**config.mk**
```make
export PLATFORM = sky130hd
export DESIGN_NAME = lsu_mem_stage_flat
export DESIGN_NICKNAME = d
export VERILOG_FILES = /design/src/rtl/lsu_mem_stage_if.sv /design/src/rtl/lsu_mem_stage.sv /design/src/flat_wrapper.sv
export SDC_FILE = /design/constraint.sdc
export NUM_CORES = 1
export LEC_CHECK = 0
export CELL_PAD_IN_SITES_DETAIL_PLACEMENT = 0
export CELL_PAD_IN_SITES_GLOBAL_PLACEMENT = 1
export CORE_MARGIN = 4
export CORE_UTILIZATION = 40
export CTS_CLUSTER_DIAMETER = 80
export DETAILED_ROUTE_END_ITERATION = 7
export DONT_BUFFER_PORTS = 1
export PLACE_DENSITY = 0.73
export SLEW_MARGIN = 40
export SYNTH_ARGS = -nofsm -noshare
export SYNTH_HDL_FRONTEND = slang
export SYNTH_SLANG_ARGS = --single-unit
```
**constraint.sdc**
```tcl
create_clock -name clk -period 9.64 [get_ports clk]
set_input_delay 0.964 -clock clk [delete_from_list [all_inputs] [get_ports clk]]
set_output_delay 0.964 -clock clk [all_outputs]
set_load 0.005 [all_outputs]
```
**src/rtl/lsu_mem_stage_if.sv**
```systemverilog
// ============================================================================
// Module  : lsu_mem_stage_if
// Brief   : Data-memory handshake bus between the load/store unit (master)
//           and the data memory (slave).
// Revision: 1.0  initial release
// ============================================================================
`default_nettype none

interface lsu_mem_stage_if #(
   parameter int AW = 32
);
   logic          mem_req;
   logic          mem_we;
   logic [AW-1:0] mem_addr;
   logic [3:0]    mem_be;
   logic [31:0]   mem_wdata;
   logic          mem_ready;
   logic [31:0]   mem_rdata;

   modport master (
      output mem_req, mem_we, mem_addr, mem_be, mem_wdata,
      input  mem_ready, mem_rdata
   );

   modport slave (
      input  mem_req, mem_we, mem_addr, mem_be, mem_wdata,
      output mem_ready, mem_rdata
   );
endinterface

`default_nettype wire

```
**src/rtl/lsu_mem_stage.sv**
```systemverilog
// ============================================================================
// Module  : lsu_mem_stage
// Brief   : Memory-stage load/store unit. Decodes load/store codes, runs one
//           handshaked data-memory access, builds byte enables and store
//           lanes, extends load data, stalls the pipeline and flags
//           misaligned accesses without touching memory.
// Revision: 1.0  initial release
// ============================================================================
`default_nettype none

module lsu_mem_stage #(
   parameter int AW = 32
) (
   input  logic                  clk,
   input  logic                  rst,
   input  logic [2:0]            rd_en,
   input  logic [2:0]            wr_en,
   input  logic [AW-1:0]         addr,
   input  logic [31:0]           wdata,
   output logic [31:0]           rdata,
   output logic                  stall,
   output logic                  misalign,
   lsu_mem_stage_if.master       mem
);

   localparam logic [1:0] S_IDLE = 2'd0;
   localparam logic [1:0] S_BUSY = 2'd1;
   localparam logic [1:0] S_DONE = 2'd2;

   localparam logic [2:0] LD_LB  = 3'd1;
   localparam logic [2:0] LD_LBU = 3'd2;
   localparam logic [2:0] LD_LH  = 3'd3;
   localparam logic [2:0] LD_LHU = 3'd4;
   localparam logic [2:0] LD_LW  = 3'd5;

   localparam logic [2:0] ST_SB  = 3'd1;
   localparam logic [2:0] ST_SH  = 3'd2;
   localparam logic [2:0] ST_SW  = 3'd3;

   logic [1:0]    r_state;
   logic [2:0]    r_ld_type;   // 0 for stores, else the load code
   logic          r_we;
   logic [AW-1:0] r_addr;
   logic [3:0]    r_be;
   logic [31:0]   r_wdata;
   logic          r_err;
   logic [31:0]   r_rdata;

   logic          w_ld_ok;
   logic          w_st_ok;
   logic          w_op;
   logic          w_mis;
   logic [3:0]    w_be;
   logic [31:0]   w_wdata;
   logic [7:0]    w_byte;
   logic [15:0]   w_half;
   logic [31:0]   w_ext;

   // Decode the incoming codes; loads win over stores, reserved codes are no-ops
   always_comb begin
      w_ld_ok = (rd_en >= LD_LB) && (rd_en <= LD_LW);
      w_st_ok = !w_ld_ok && (wr_en >= ST_SB) && (wr_en <= ST_SW);
      w_op    = (w_ld_ok || w_st_ok) && !rst;
      w_mis   = 1'b0;
      w_be    = 4'b0000;
      w_wdata = 32'h0;
      if (w_ld_ok) begin
         w_be  = 4'b1111;
         w_mis = (((rd_en == LD_LH) || (rd_en == LD_LHU)) && addr[0]) ||
                 ((rd_en == LD_LW) && (addr[1:0] != 2'b00));
      end else if (w_st_ok) begin
         case (wr_en)
            ST_SB: begin
               w_be    = 4'b0001 << addr[1:0];
               w_wdata = {4{wdata[7:0]}};
            end
            ST_SH: begin
               w_be    = 4'b0011 << {addr[1], 1'b0};
               w_wdata = {2{wdata[15:0]}};
               w_mis   = addr[0];
            end
            default: begin
               w_be    = 4'b1111;
               w_wdata = wdata;
               w_mis   = (addr[1:0] != 2'b00);
            end
         endcase
      end
   end

   // Extract the addressed lane of the returned word and extend it
   always_comb begin
      w_byte = mem.mem_rdata[{r_addr[1:0], 3'b000} +: 8];
      w_half = r_addr[1] ? mem.mem_rdata[31:16] : mem.mem_rdata[15:0];
      case (r_ld_type)
         LD_LB:   w_ext = {{24{w_byte[7]}}, w_byte};
         LD_LBU:  w_ext = {24'h0, w_byte};
         LD_LH:   w_ext = {{16{w_half[15]}}, w_half};
         LD_LHU:  w_ext = {16'h0, w_half};
         default: w_ext = mem.mem_rdata;
      endcase
   end

   // Access FSM: latch the op in IDLE, handshake in BUSY, release in DONE
   always_ff @(posedge clk or posedge rst) begin
      if (rst) begin
         r_state   <= S_IDLE;
         r_ld_type <= 3'd0;
         r_we      <= 1'b0;
         r_addr    <= '0;
         r_be      <= 4'b0000;
         r_wdata   <= 32'h0;
         r_err     <= 1'b0;
         r_rdata   <= 32'h0;
      end else begin
         case (r_state)
            S_IDLE: begin
               if (w_op) begin
                  r_ld_type <= w_ld_ok ? rd_en : 3'd0;
                  r_we      <= w_st_ok;
                  r_addr    <= addr;
                  r_be      <= w_be;
                  r_wdata   <= w_wdata;
                  r_err     <= w_mis;
                  r_state   <= w_mis ? S_DONE : S_BUSY;
               end
            end
            S_BUSY: begin
               if (mem.mem_ready) begin
                  if (!r_we) begin
                     r_rdata <= w_ext;
                  end
                  r_state <= S_DONE;
               end
            end
            default: begin
               r_state <= S_IDLE;
            end
         endcase
      end
   end

   assign stall         = ((r_state == S_IDLE) && w_op) || (r_state == S_BUSY);
   assign misalign      = (r_state == S_DONE) && r_err;
   assign rdata         = r_rdata;
   assign mem.mem_req   = (r_state == S_BUSY);
   assign mem.mem_we    = r_we;
   assign mem.mem_addr  = {r_addr[AW-1:2], 2'b00};
   assign mem.mem_be    = r_be;
   assign mem.mem_wdata = r_wdata;

endmodule

`default_nettype wire

```
**src/flat_wrapper.sv**
```systemverilog
// flat-port wrapper written by rule: the top's interface ports become plain ports
module lsu_mem_stage_flat 
#(
   parameter int AW = 32
)
  (clk, rst, rd_en, wr_en, addr, wdata, rdata, stall, misalign, mem_mem_req, mem_mem_we, mem_mem_addr, mem_mem_be, mem_mem_wdata, mem_mem_ready, mem_mem_rdata);
  lsu_mem_stage_if #(.AW(AW)) mem_i ();
  input  logic clk;
  input  logic rst;
  input  logic [2:0] rd_en;
  input  logic [2:0] wr_en;
  input  logic [AW-1:0] addr;
  input  logic [31:0] wdata;
  output logic [31:0] rdata;
  output logic stall;
  output logic misalign;
  output wire logic [$bits(mem_i.mem_req)-1:0] mem_mem_req;
  output wire logic [$bits(mem_i.mem_we)-1:0] mem_mem_we;
  output wire logic [$bits(mem_i.mem_addr)-1:0] mem_mem_addr;
  output wire logic [$bits(mem_i.mem_be)-1:0] mem_mem_be;
  output wire logic [$bits(mem_i.mem_wdata)-1:0] mem_mem_wdata;
  input wire logic [$bits(mem_i.mem_ready)-1:0] mem_mem_ready;
  input wire logic [$bits(mem_i.mem_rdata)-1:0] mem_mem_rdata;
  assign mem_mem_req = mem_i.mem_req;
  assign mem_mem_we = mem_i.mem_we;
  assign mem_mem_addr = mem_i.mem_addr;
  assign mem_mem_be = mem_i.mem_be;
  assign mem_mem_wdata = mem_i.mem_wdata;
  assign mem_i.mem_ready = mem_mem_ready;
  assign mem_i.mem_rdata = mem_mem_rdata;
  lsu_mem_stage #(.AW(AW)) u_core (.clk(clk), .rst(rst), .rd_en(rd_en), .wr_en(wr_en), .addr(addr), .wdata(wdata), .rdata(rdata), .stall(stall), .misalign(misalign), .mem(mem_i));
endmodule
```
Word-level counts from Yosys, hierarchy flattened
Index checks and enable logic that the tools add are counted.
- register bits: 107
- input bits: 105
- output and inout port bits: 104
- logic and storage cells: 64
- magnitude comparators: 4
- equal/unequal tests: 13
- shift operators: 3
- multiplexer cells: 16
- bitwise logic cells: 1
- reductions and logical operators: 19
- operators by type and width (cell ; number):
    32-bit case mux with 4 select lines ; 1
    32-bit two-way mux ; 2
    32-bit case mux with 2 select lines ; 1
    32-bit by 6-bit indexed part select with 8-bit output ; 1
    16-bit two-way mux ; 1
    3-bit by 2-bit equality test with 1-bit output (second input constant) ; 4
    3-bit equality test (second input constant) ; 3
    1-bit logical AND ; 8
    4-bit two-way mux ; 2
    4-bit case mux with 2 select lines ; 1
    3-bit by 1-bit equality test with 1-bit output (second input constant) ; 2
    3-bit by 1-bit >= comparator with 1-bit output (second input constant) ; 2
    2-bit two-way mux ; 3
    1-bit logical OR ; 4
    2-bit by 1-bit inequality test with 1-bit output (second input constant) ; 2
    2-bit case mux with 2 select lines ; 1
    2-bit AND reduction ; 2
    1-bit by 2-bit left shift with 4-bit output (first input constant) ; 1
    2-bit by 2-bit left shift with 4-bit output (first input constant) ; 1
    3-bit by 2-bit less-or-equal comparator with 1-bit output (second input constant) ; 1
    3-bit less-or-equal comparator (second input constant) ; 1
    3-bit two-way mux ; 1
    3-bit AND reduction ; 1
    2-bit by 1-bit equality test with 1-bit output (second input constant) ; 1
    7 further kinds ; 9

Longest topological paths before layout
- depth after elaboration: 10
- gate-level depth with buffers: 8
- depth with buffers taken out: 6

Least setup slack after synthesis
No wires, ideal clock.
- kind: input to output
- start: input wr_en[2]
- end: output stall
- arrival: 1.972 ns
- required time: 8.676 ns
- slack: 6.704 ns
- stages: 6
- path buffers: 3
- cells stage by stage: clkbuf_1 -> o21bai_1 -> a21o_1 -> buf_2 -> buf_2 -> nand2_1
- cells in the longest elaborated chain, start to end: 7
- elaborated cells between the ends (all ways): 8
- those cells by class: 2 x order compare; 6 x reduce/logical
- ends and longest elaborated chain (what ; line ; source):
    start, declared ; flat_wrapper.sv:11 ; input logic [2:0] wr_en;
    3-bit by 1-bit >= comparator with 1-bit output ; lsu_mem_stage.sv:62 ; w_st_ok = !w_ld_ok && (wr_en >= ST_SB) && (wr_en <= ST_SW);
    1-bit logical AND ; lsu_mem_stage.sv:62 ;
    1-bit logical AND (*) ; lsu_mem_stage.sv:62 ;
    1-bit logical OR (*) ; lsu_mem_stage.sv:63 ; w_op = (w_ld_ok || w_st_ok) && !rst;
    1-bit logical AND (*) ; lsu_mem_stage.sv:63 ;
    1-bit logical AND (*) ; lsu_mem_stage.sv:143 ; assign stall = ((r_state == S_IDLE) && w_op) || (r_state == S_BUSY);
    1-bit logical OR (*) ; lsu_mem_stage.sv:143 ;
    end, declared ; flat_wrapper.sv:15 ; output logic stall;
Every way passes the cells marked *; elsewhere a longest branch is shown, timed or not.

Worst setup path in the final report
- start: input rst
- end: output stall
- cells in the longest elaborated chain, start to end: 4
- ends and longest elaborated chain (what ; line ; source):
    start, declared ; flat_wrapper.sv:9 ; input logic rst;
    1-bit zero test ; lsu_mem_stage.sv:63 ;
    1-bit logical AND ; lsu_mem_stage.sv:63 ;
    1-bit logical AND ; lsu_mem_stage.sv:143 ;
    1-bit logical OR ; lsu_mem_stage.sv:143 ;
Every way passes these cells.

==> results.ini <==
[placement]
post-place-cells = 653
port_buffers = 0
dp_slack_ps = 6820
place.gp.congestion = 0.823
placement.cell_area_sq_mm = 0.00525
hpwl_um = 10400

[power]
vdd_drop_max_uv = 110
power_leakage_nw = 2.30
p_per_area_mw_per_mm2 = 276

[yosys]
yosysTopAreaCellShare_pct = 49.6
syn-mean-instance-area_sq_um = 10.0
synth_seq_cells = 107
yosysTopAreaCell = dfrtp_1
syn_inst = 537
synth_area_leaders = dfrtp_1 (50%), mux2_2 (7.1%), buf_4 (5.1%), o21ai_0 (4.6%), nand2_1 (4.3%)
synthesis.area_sq_mm = 0.00539
ys.flop_type = dfrtp_1
async_reset_ff_share_pct = 100
ys_types = 53
ys_warn_count = 0
synth-edff-count = 0
synth_seq_area_share_pct = 49.6

[critical_path]
cp_slowest_cell = or3_1
crit_path_end = stall
cp_data_required_time_ps = 8680
critical_path.max_stage_delay_ps = 390
r2r_slack_ps = 7040
rr_endpoint = u_core.rdata[9]$_DFFE_PP0P_
critPathCaptureType = output pin
arrival_ps = 1720
path_cells = or3_1 -> a21o_2 -> nand2_1
path_max_fanout = 3
setup.worst_path.start_class = primary input
critical_path.startpoint = rst
cpLargestDelayFamily = simple AND/OR/NAND/NOR gates
path_buf_inv = 0
reg2regPathDepth = 5
critPathKind = in2out
reg2reg_from = u_core.r_addr[1]$_DFFE_PP0P_
cp_num_cells = 3

[cells_and_area]
fillers = 1310
area_delta_synth_final_pct = 3.11
stdcell_count = 669
stdcell_area_sq_mm = 0.00556
drive_gt1_share_pct = 15.6
diodes = 0
regArea_sq_mm = 0.00268
nNetsFinal = 593
multi_input_area_sq_mm = 0.00229

[sta]
worst_pin_slew_ps = 746
holdWs_ps = 517
hold_violations = 0
period_minus_slack_ps = 2680
rsz0062_at_grt = no
finalSetupViolCount = 0
setup_ws_ps = 6960
drv_slew = 0
fmax_mhz = 373
skew_ps = 10.2
slew_headroom_pct = 50.3
setup_tns_ps = 0
finalCritPeriodShare_pct = 27.8

[global_route]
first_global_vias = 3868
grt_pass1_wl_um = 21100
grt_overflow = 0
gr-usage-all-layers_pct = 18.1
antenna_found_initial = 0
grt_max_degree = 82

[route]
post_drt_wl_per_cell_um = 21.1
ant_nets = 0
drt_iter0_drc = 151
drc = 0
first_pass_iters = 4
finalWirelength_um = 14100
vias_per_cell = 5.72
num_vias = 3829

[floorplanning]
initial_core_util_pct = 40.7
core-area_sq_mm = 0.0132
num_rows = 42
ios = 209
die_area_sq_mm = 0.0154
die_h_um = 124
die_w_um = 124

[cts]
clk_path_buf_depth = 2
root_buffer = clkbuf_16
cts_buffers = 9
cts_tree = built
cts_hold_buffers = 0
insertion_delay_ps = 350
post_cts_resized = 0
cts_setup_buffers = 0
cts_sinks = 107
htreeDepth = 3
cts.reportedPaths.clkPinSlew_ps = 60

[job]
max_cap_violations = 0

[run_status]
status = complete, no violations

[hold_path]
hold_path.class = reg2reg

==> how the worst min path moves through the flow <==
stage                                               startpoint                              endpoint  cells past startpoint
final                     u_core.mem.mem_wdata[17]$_DFFE_PP0P_  u_core.mem.mem_wdata[17]$_DFFE_PP0P_                      2
after floorplan                    u_core.rdata[1]$_DFFE_PP0P_           u_core.rdata[1]$_DFFE_PP0P_                      2
after global placement    u_core.mem.mem_wdata[27]$_DFFE_PP0P_  u_core.mem.mem_wdata[27]$_DFFE_PP0P_                      2
after global routing       u_core.mem.mem_wdata[8]$_DFFE_PP0P_   u_core.mem.mem_wdata[8]$_DFFE_PP0P_                      2
after CTS                 u_core.mem.mem_wdata[16]$_DFFE_PP0P_  u_core.mem.mem_wdata[16]$_DFFE_PP0P_                      2
after detailed placement  u_core.mem.mem_wdata[16]$_DFFE_PP0P_  u_core.mem.mem_wdata[16]$_DFFE_PP0P_                      2
==> synthesized netlist by cell type, types with 2 or more instances <==
library cell / n
a211o_1: 7
a21boi_0: 2
a21o_1: 4
a21oi_1: 28
a21oi_2: 12
a221oi_1: 8
a22o_1: 8
a22oi_1: 7
and2_1: 2
buf_2: 12
buf_4: 37
clkbuf_1: 15
dfrtp_1: 107
inv_1: 6
mux2_2: 34
mux2i_1: 8
nand2_1: 62
nand2b_1: 8
nand3_1: 2
nor2_1: 54
nor2_4: 2
nor2b_1: 2
nor3_1: 2
nor3b_1: 2
o21a_1: 7
o21ai_0: 50
o21ai_1: 7
o22a_1: 8
o22ai_1: 2
o32a_1: 6
or2_2: 2
or3_1: 3
==> cell type report <==
type / instances / area share, %
flip-flops and latches: 107 / 48.1
clock buffers: 11 / 4.36
inverters: 6 / 0.495
well taps: 176 / 3.96
multi-input cells: 359 / 41.2
clock inverters: 5 / 1.08
repair buffers: 5 / 0.742
==> routing by layer <==
metal	vias to the layer above	share of wire, %	track usage, %
met4	0	2.1	7.60
met2	166	49	29.3
li1	1763	-	-
met5	-	0	0
met1	1880	38	21.3
met3	20	11	7.40
==> power by group <==
part / switching, mW / internal [mW]
clock network: 0.167 / 0.210
registers: 0.152 / 0.596
logic: 0.225 / 0.182
==> metrics by stage <==
step / util [%] / total power, mW
final: 42.0 / 1.53
after global placement: 39.7 / 1.15
after detailed placement: 39.7 / 1.17
after global routing: 42.0 / 1.64
after floorplan: - / 1.12
after CTS: 42.0 / 1.56
==> registers in the layout, indices dropped and copies added (netlist names) <==
| register | flops |
|---|---|
| u_core.r_state | 2 |
| u_core.mem.mem_be | 4 |
| u_core.r_addr | 32 |
| u_core.r_ld_type | 3 |
| u_core.r_err | 1 |
| u_core.rdata | 32 |
| u_core.mem.mem_we | 1 |
| u_core.mem.mem_wdata | 32 |
==> cell usage in the layout (no fill, tap or decap), drive strengths merged, types with 3 or more instances in the layout <==
cell / count
o22a: 8
o32a: 6
a21oi: 40
a22oi: 7
a22o: 8
dfrtp: 107
nor2: 56
o21a: 7
a221oi: 8
a211o: 7
or3: 3
o21ai: 57
inv: 8
a21o: 4
mux2i: 8
nand2: 62
buf: 5
clkbuf: 11
mux2: 34
nor3: 3
nand2b: 8
==> tightest hold or removal path, stage by stage, from the launching register on <==
cell     delay [ps]
dfrtp_1         370
nand2_1          50
o21ai_0          60
==> cells by family after synthesis <==
family | synth area share [%]
compound gates | 20.6
simple gates | 12.4
flops | 49.6
buf+inv | 8.00
mux | 9.00
xor+xnor | 0.325
other cells | 0.0695
Note: power is estimated with default switching activity, not from simulation.
